--- src/rtl/slow_cfg_pkg.sv ---
// Shared types and reset defaults for the slow-access settings register.
// The field helper extracts the timeout field above the enable bits.
package slow_cfg_pkg;

  typedef enum logic {
    IDLE = 1'b0,
    PEND = 1'b1
  } state_e;

  localparam int NCH_DEF = 7;
  localparam int TW_DEF  = 4;

  // Bit 6..0: IACK, VIA, IWM, SCC, SCSI, Snd, ClockGate
  localparam logic [NCH_DEF-1:0] DEF_EN = 7'b1110110;
  localparam logic [TW_DEF-1:0]  DEF_TO = 4'h3;

  function automatic logic [31:0] field_hi(input logic [31:0] addr, input int unsigned nch);
    return addr >> nch;
  endfunction

endpackage

--- src/rtl/slow_cfg_bus_strobe.sv ---
// Registered strobe sample with a one-cycle registered rising-edge pulse.
// cap_o marks the edge at which the strobe is first seen high (address capture).
module bus_strobe_edge (
  input  logic clk_i,
  input  logic rst_i,
  input  logic strb_i,
  output logic pulse_o,
  output logic cap_o
);

  logic r_q;
  logic rd_q;
  logic p_q;

  always_ff @(posedge clk_i) begin
    if (rst_i) begin
      r_q  <= 1'b0;
      rd_q <= 1'b0;
      p_q  <= 1'b0;
    end else begin
      r_q  <= strb_i;
      rd_q <= r_q;
      p_q  <= r_q & ~rd_q;
    end
  end

  assign cap_o   = strb_i & ~r_q;
  assign pulse_o = p_q;

endmodule

--- src/rtl/slow_cfg.sv ---
// Slow-access settings register: one update per bus write, with optional
// confirm window that reverts to the last confirmed setting on expiry.
//
// state | meaning
// IDLE  | active setting is confirmed (or confirm disabled)
// PEND  | new setting in effect, waiting for confirm before timer expires
module slow_cfg #(
  parameter int              NCH         = 7,
  parameter int              TW          = 4,
  parameter logic [NCH-1:0]  DEF_EN      = slow_cfg_pkg::DEF_EN,
  parameter logic [TW-1:0]   DEF_TO      = slow_cfg_pkg::DEF_TO,
  parameter bit              CONFIRM_EN  = 1'b1,
  parameter int              CONFIRM_CYC = 8
) (
  input  logic              CLK,
  input  logic              POR,
  input  logic              BACT,
  input  logic [TW+NCH-1:0] A,
  input  logic              SetCSWR,
  input  logic              SetCSCF,
  output logic [NCH-1:0]    SlowEn,
  output logic [TW-1:0]     SlowTimeout,
  output logic              Pending,
  output logic              Reverted
);

  import slow_cfg_pkg::*;

  localparam int TMR_W = (CONFIRM_CYC > 2) ? $clog2(CONFIRM_CYC) : 1;
  localparam logic [TMR_W-1:0]  TMR_LOAD = TMR_W'(CONFIRM_CYC - 1);
  localparam logic [TW+NCH-1:0] DEF_SET  = {DEF_TO, DEF_EN};

  logic wr_p;
  logic wr_cap;
  logic cf_p;
  logic cf_cap_unused;

  bus_strobe_edge u_wr (
    .clk_i  (CLK),
    .rst_i  (POR),
    .strb_i (BACT & SetCSWR),
    .pulse_o(wr_p),
    .cap_o  (wr_cap)
  );

  bus_strobe_edge u_cf (
    .clk_i  (CLK),
    .rst_i  (POR),
    .strb_i (BACT & SetCSCF),
    .pulse_o(cf_p),
    .cap_o  (cf_cap_unused)
  );

  state_e              state_q;
  logic [TW+NCH-1:0]   areg_q;
  logic [TW+NCH-1:0]   active_q;
  logic [TW+NCH-1:0]   good_q;
  logic [TMR_W-1:0]    timer_q;
  logic                pend_q;
  logic                rev_q;

  always_ff @(posedge CLK) begin
    if (POR) begin
      state_q  <= IDLE;
      areg_q   <= DEF_SET;
      active_q <= DEF_SET;
      good_q   <= DEF_SET;
      timer_q  <= '0;
      pend_q   <= 1'b0;
      rev_q    <= 1'b0;
    end else begin
      if (wr_cap) begin
        areg_q <= A;
      end
      case (state_q)
        IDLE: begin
          if (wr_p) begin
            if (CONFIRM_EN) begin
              good_q   <= active_q;
              active_q <= areg_q;
              timer_q  <= TMR_LOAD;
              rev_q    <= 1'b0;
              pend_q   <= 1'b1;
              state_q  <= PEND;
            end else begin
              active_q <= areg_q;
              good_q   <= areg_q;
            end
          end
        end
        PEND: begin
          // Write beats confirm beats timeout within one cycle.
          if (wr_p) begin
            active_q <= areg_q;
            timer_q  <= TMR_LOAD;
          end else if (cf_p) begin
            good_q  <= active_q;
            pend_q  <= 1'b0;
            state_q <= IDLE;
          end else if (timer_q == '0) begin
            active_q <= good_q;
            rev_q    <= 1'b1;
            pend_q   <= 1'b0;
            state_q  <= IDLE;
          end else begin
            timer_q <= timer_q - 1'b1;
          end
        end
        default: begin
          state_q <= IDLE;
          pend_q  <= 1'b0;
        end
      endcase
    end
  end

  assign SlowEn      = active_q[NCH-1:0];
  assign SlowTimeout = TW'(field_hi(32'(active_q), NCH));
  assign Pending     = pend_q;
  assign Reverted    = rev_q;

endmodule

--- config.mk ---
export PLATFORM = sky130hd
export DESIGN_NAME = slow_cfg
export DESIGN_NICKNAME = d
export VERILOG_FILES = /design/src/rtl/slow_cfg_pkg.sv /design/src/rtl/slow_cfg_bus_strobe.sv /design/src/rtl/slow_cfg.sv
export SDC_FILE = /design/constraint.sdc
export NUM_CORES = 1
export LEC_CHECK = 0
export CORE_AREA = 2 2 59 66
export CTS_CLUSTER_SIZE = 10
export DETAILED_ROUTE_END_ITERATION = 6
export DIE_AREA = 0 0 61 68
export PLACE_DENSITY = 0.79
export SETUP_SLACK_MARGIN = 0.4
export SYNTH_ARGS = -nofsm -noshare
export SYNTH_HDL_FRONTEND = slang
export SYNTH_SLANG_ARGS = --single-unit
--- constraint.sdc ---
create_clock -name CLK -period 4 [get_ports CLK]
set_input_delay 0.8 -clock CLK [delete_from_list [all_inputs] [get_ports CLK]]
set_output_delay 0.8 -clock CLK [all_outputs]
set_load 0.01 [all_outputs]
==> results of run 1 <==
report_power, final:
group	switching [mW]	leakage (nW)	total [mW]	internal [mW]
logic	0.0486	0.525	0.102	0.0539
clock network	0.156	0.0681	0.404	0.248
registers	0.0133	0.368	0.483	0.470
total	0.218	0.961	0.989	0.772
stage by stage:
stage               setup slack, ns  hold WS (ns)  cells  instance area, sq um
floorplan                      2.42         0.367    204                  1850
global placement               1.61         0.372    271                  2130
detailed placement             1.61         0.379    271                  2130
CTS                            1.94         0.391    279                  2260
global route                   1.84         0.395    279                  2260
finish                         1.92         0.389    279                  2260
final timing paths:
| path | from | endpoint | slack, ns | cells after the start |
|---|---|---|---|---|
| setup / recovery | POR | u_cf.pulse_o | 1.92 | 4 |
| hold / removal | u_cf.rd_q | u_cf.pulse_o | 0.39 | 1 |
| setup reg to reg | state_q | good_q[0] | 2.19 | 6 |
| hold reg to reg | u_cf.rd_q | u_cf.pulse_o | 0.39 | 1 |
logic make-up after synthesis:
kind of cell,count (synthesis),synth area share [%]
AND/OR/NAND/NOR,94,24.8
adder cells (fa/ha/maj),5,3.39
flip-flops,45,48.7
buffers and inverters,18,5.01
AO/OA/AOI/OAI,31,12.1
multiplexers,11,5.96
final cells by class:
class                           count  area [sq um]
Timing Repair Buffer               29           288
Inverter                            6          22.5
Clock buffer                        5          68.8
Tap cell                           50          62.6
Sequential cell                    45           901
Multi-Input combinational cell    141           855
Fill cell                         307          1280
Clock inverter                      3          65.1
synthesized netlist by cell type:
cell / instances / area, sq um
or2b_1: 1 / 7.51
o31a_1: 1 / 8.76
nor2_1: 19 / 71.3
buf_2: 2 / 10.0
inv_1: 6 / 22.5
a21oi_2: 1 / 8.76
ha_1: 5 / 62.6
and2b_4: 1 / 10.0
nand2_1: 48 / 180
and3b_1: 2 / 17.5
a21oi_1: 9 / 45.0
a31oi_1: 1 / 6.26
buf_6: 3 / 33.8
a22oi_1: 1 / 7.51
o21ai_4: 1 / 16.3
a211o_1: 7 / 61.3
or2_2: 1 / 6.26
dfxtp_1: 45 / 901
nand2b_4: 1 / 13.8
o21ai_0: 2 / 10.0
nor3b_1: 2 / 15.0
and2_1: 1 / 6.26
a211oi_1: 7 / 52.6
mux2i_1: 11 / 110
clkbuf_1: 7 / 26.3
nor2b_1: 4 / 25.0
nand3b_1: 14 / 105
o21a_1: 1 / 7.51
sequential cells by signal (all words and copies together) (netlist names):
name / flops
u_cf.pulse_o: 1
areg_q: 11
u_wr.r_q: 1
state_q: 1
u_cf.rd_q: 1
u_wr.pulse_o: 1
active_q: 11
u_cf.r_q: 1
timer_q: 3
good_q: 11
u_wr.rd_q: 1
Reverted: 1
Pending: 1
layer usage:
layer  up-vias  global-route usage (%)  share of wire (%)
met5         -                       0                  0
met4         0                    9.78                2.3
met3         6                    5.67                4.1
met2        25                    31.9                 48
met1       651                    23.2                 46
li1        725                       -                  -
worst max-delay path: cells and delay by family:
family        cells  cell delay [ns]
buf+inv           2             1.27
simple gates      2             0.21
==> impl_metrics.csv, run 1 <==
group,metric,value,unit
outcome,status,"completed",
critical_path,crit_path_start_kind,"primary input",
yosys,synth_warnings,0,
timing,maxSlewViolCount,0,
timing,fmax,481,MHz
critical_path,crit_path_frequent_cell,"nor2b_1",
grt,antenna_found_initial,0,
critical_path,crit_arrival,2.28,ns
timing,hold_violations,0,
clock_tree,cts_setup_buffers,0,
yosys,synth_area_per_cell,9.06,sq um
routing,detail_route.iter0.violations,62,
yosys,synth_cell_types,28,
yosys,netlist_area,1850,sq um
routing,dr.pass1.iters,4,
clock_tree,cts_root_buffer,"clkbuf_8",
routing,viasPerCell,5.04,
grt,gr-total-overflow,0,
clock_tree,cts_tree,"built",
routing,antenna_left,0,
final_layout,num_antenna_cells,0,
timing,worst_slew_pin_slew,0.756,ns
final_layout,final_common_cell,"nand2_1",
critical_path,cp.required,4.20,ns
hold_path,hp-class,"register to register",
grt,grt_pass1_wl,5890,um
timing,period_share,52.0,%
clock_tree,clk_pin_slew,0.08,ns
clock_tree,h-tree-depth,2,
place,dp_hpwl,2310,um
floorplanning,dieArea,4150,sq um
yosys,synthCells,204,
timing,finalSetupTns,0,ns
pwr,power.total,989,uW
clock_tree,cts_buffer_depth,2,
critical_path,cp_slowest_cell,"clkdlybuf4s50_1",
clock_tree,cts_hold_buf,0,
grt,track_usage,19.5,%
pwr,powerDensity,437,nW/um^2
grt,grt_pass1_vias,1327,
floorplanning,io_pins,29,
final_layout,nets,249,
floorplanning,start_util,52.2,%
timing,setup_viol,0,
yosys,synth_nets,225,
pwr,ir_worst_vdd,0.000474,V
routing,drc_errors,0,
yosys,yosysSeqAreaShare,48.7,%
final_layout,final_util,63.9,%
floorplanning,row_count,23,
place,gp_congestion,0.718,
critical_path,cp_max_fo,24,
timing,rsz0062_at_grt,"no",
job,maxCapViolCount,0,
critical_path,slowest_delay,0.92,ns
timing,fin_crit,2.08,ns
timing,slew-limit-headroom,49.4,%
grt,grt_max_degree,25,
final_layout,drive_gt1_share,6.11,%
routing,drt-total-wl,3500,um
critical_path,timing.setup.critical_path_class,"primary input to register",
yosys,synth_seq_cells,45,
pwr,leakage,0.961,nW
floorplanning,coreArea,3540,sq um
floorplanning,die_w,61,um
floorplanning,dieHeight,68,um
critical_path,endpoint_kind,"register",
clock_tree,cts_made_buffers,5,
timing,fin_worst_skew,0.00733,ns
final_layout,final_cell_mix,"48 x nand2_1, 45 x dfxtp_1, 28 x clkdlybuf4s50_1, 19 x nor2_1, 14 x nand3b_1",
place,port_buffers,28,
clock_tree,cts.repair.resized,0,
clock_tree,insertion_delay,0.31,ns
clock_tree,cts_sinks,45,
routing,via_count,1407,
critical_path,path_cells,"clkdlybuf4s50_1, buf_4, nor2b_1, nor2b_1",
routing,wl_per_cell,12.5,um
final_layout,areaGrowthSynthToFinish,22.4,%
(Power assumes the default switching activity.)
==> run 2, diff against run 1 <==
--- a/config.mk
+++ b/config.mk
@@ -5,11 +5,11 @@
 export SDC_FILE = /design/constraint.sdc
 export NUM_CORES = 1
 export LEC_CHECK = 0
-export CORE_AREA = 2 2 59 66
+export CORE_AREA = 2 2 60 68
 export CTS_CLUSTER_SIZE = 10
 export DETAILED_ROUTE_END_ITERATION = 6
-export DIE_AREA = 0 0 61 68
-export PLACE_DENSITY = 0.79
+export DIE_AREA = 0 0 62 70
+export PLACE_DENSITY = 0.76
 export SETUP_SLACK_MARGIN = 0.4
 export SYNTH_ARGS = -nofsm -noshare
 export SYNTH_HDL_FRONTEND = slang
==> constraint.sdc (replaced) <==
create_clock -name CLK -period 2.1 [get_ports CLK]
set_input_delay 0.42 -clock CLK [delete_from_list [all_inputs] [get_ports CLK]]
set_output_delay 0.42 -clock CLK [all_outputs]
set_load 0.01 [all_outputs]
==> impl_metrics.csv, run 2 (synthesis gave the netlist of run 1 again) <==
group,metric,value,unit
clock_tree,insertion_delay,0.29,ns
grt,grt_pass1_wl,5850,um
final_layout,reg_top3,"active_q (11), areg_q (11), good_q (11)",
floorplanning,coreArea,3750,sq um
critical_path,cp_slowest_cell,"clkdlybuf4s50_1",
timing,worst_slew_pin_slew,0.323,ns
clock_tree,cts_hold_buf,0,
critical_path,crit_arrival,1.24,ns
critical_path,cp_top_family,"buffers and inverters",
routing,antenna_left,0,
clock_tree,clk_pin_slew,0.08,ns
timing,maxSlewViolCount,0,
routing,via_count,1443,
grt,antenna_found_initial,0,
clock_tree,cts_sinks,45,
final_layout,multiInputGateArea,891,sq um
clock_tree,cts_root_buffer,"clkbuf_8",
timing,setup_viol,0,
timing,finalSetupTns,0,ns
critical_path,cp_max_fo,3,
grt,grt_pass1_vias,1365,
final_layout,final_common_cell,"nand2_1",
final_layout,final_cell_mix,"47 x nand2_1, 44 x dfxtp_1, 28 x clkdlybuf4s50_1, 18 x nor2_1, 14 x nand3b_1",
grt,track_usage,17.9,%
timing,rsz0062_at_grt,"no",
floorplanning,die_w,62,um
pwr,powerDensity,727,nW/um^2
place,port_buffers,28,
timing,slew-limit-headroom,78.5,%
final_layout,areaGrowthSynthToFinish,23.5,%
clock_tree,cts_made_buffers,5,
grt,grt_max_degree,44,
pwr,ir_worst_vdd,0.000424,V
floorplanning,dieArea,4340,sq um
pwr,leakage,0.959,nW
critical_path,slowest_delay,0.56,ns
critical_path,timing.setup.critical_path_class,"register to output pin",
place,dp_hpwl,2300,um
routing,dr.pass1.iters,4,
place,gp_congestion,0.788,
hold_path,hp-class,"register to register",
critical_path,cp.required,1.68,ns
grt,gr-total-overflow,0,
routing,wl_per_cell,12.7,um
routing,drc_errors,0,
timing,fmax,603,MHz
final_layout,num_antenna_cells,0,
floorplanning,io_pins,29,
floorplanning,row_count,24,
timing,fin_worst_skew,0.00353,ns
routing,drt-total-wl,3600,um
pwr,power.total,1.66,mW
critical_path,path_cells,"clkdlybuf4s50_1",
floorplanning,dieHeight,70,um
critical_path,endpoint_kind,"output pin",
final_layout,drive_gt1_share,9.09,%
timing,hold_violations,0,
final_layout,nFillCells,322,
floorplanning,start_util,49.2,%
job,maxCapViolCount,0,
critical_path,path_buf_inv,1,
timing,period_share,79.0,%
outcome,status,"completed",
clock_tree,cts_buffer_depth,2,
timing,fin_crit,1.66,ns
critical_path,crit_path_start_kind,"register",
final_layout,seqCellArea,902,sq um
final_layout,nets,252,
routing,viasPerCell,5.10,
clock_tree,h-tree-depth,2,
timing,whs,0.386,ns
routing,detail_route.iter0.violations,73,
clock_tree,cts_tree,"built",
run 2: path summary, 6_finish.rpt:
check,start,end,slack [ns],depth (start not counted)
setup reg to reg,timer_q[0],active_q[5],0.51,6
hold / removal,u_wr.rd_q,u_wr.pulse_o,0.39,1
hold reg to reg,u_wr.rd_q,u_wr.pulse_o,0.39,1
setup / recovery,active_q[10],SlowTimeout[3],0.44,1
run 2: per-layer routing:
layer	vias up	share of wire [%]	global-route usage [%]
met5	-	0	0
met4	0	2.2	8.04
met3	9	3.8	5.00
met2	27	47	27.9
met1	674	47	22.5
li1	733	-	-
run 2: repair_timing:
item | CTS | global route
endpoints found under the setup margin | 9 | 24
gates resized for setup | 2 | 7
cloned | 0 | 1
setup buffers | 0 | 1
pin swaps | 0 | 1
run 2: through the flow:
stage	worst slack, ns	util, %	cell area [sq um]	std cells
after floorplan	0.522	-	1850	204
after detailed placement	0.362	57.3	2150	274
after global placement	0.437	57.3	2150	274
after global routing	0.404	60.8	2280	283
final	0.442	60.8	2280	283
after CTS	0.387	59.7	2240	281
run 2: area by class of cell:
| type | instances | share of cell area (%) |
|---|---|---|
| clock buffers | 7 | 3.78 |
| well taps | 52 | 2.85 |
| repair buffers | 31 | 13.8 |
| multi-input cells | 142 | 39.0 |
| inverters | 6 | 0.987 |
| flip-flops and latches | 45 | 39.5 |
run 2: power by group:
part	internal, mW	switching, mW	total [mW]	leakage [nW]
logic	0.111	0.101	0.212	0.546
registers	0.895	0.0251	0.920	0.368
clock network	0.261	0.267	0.528	0.0443
total	1.27	0.393	1.66	0.959
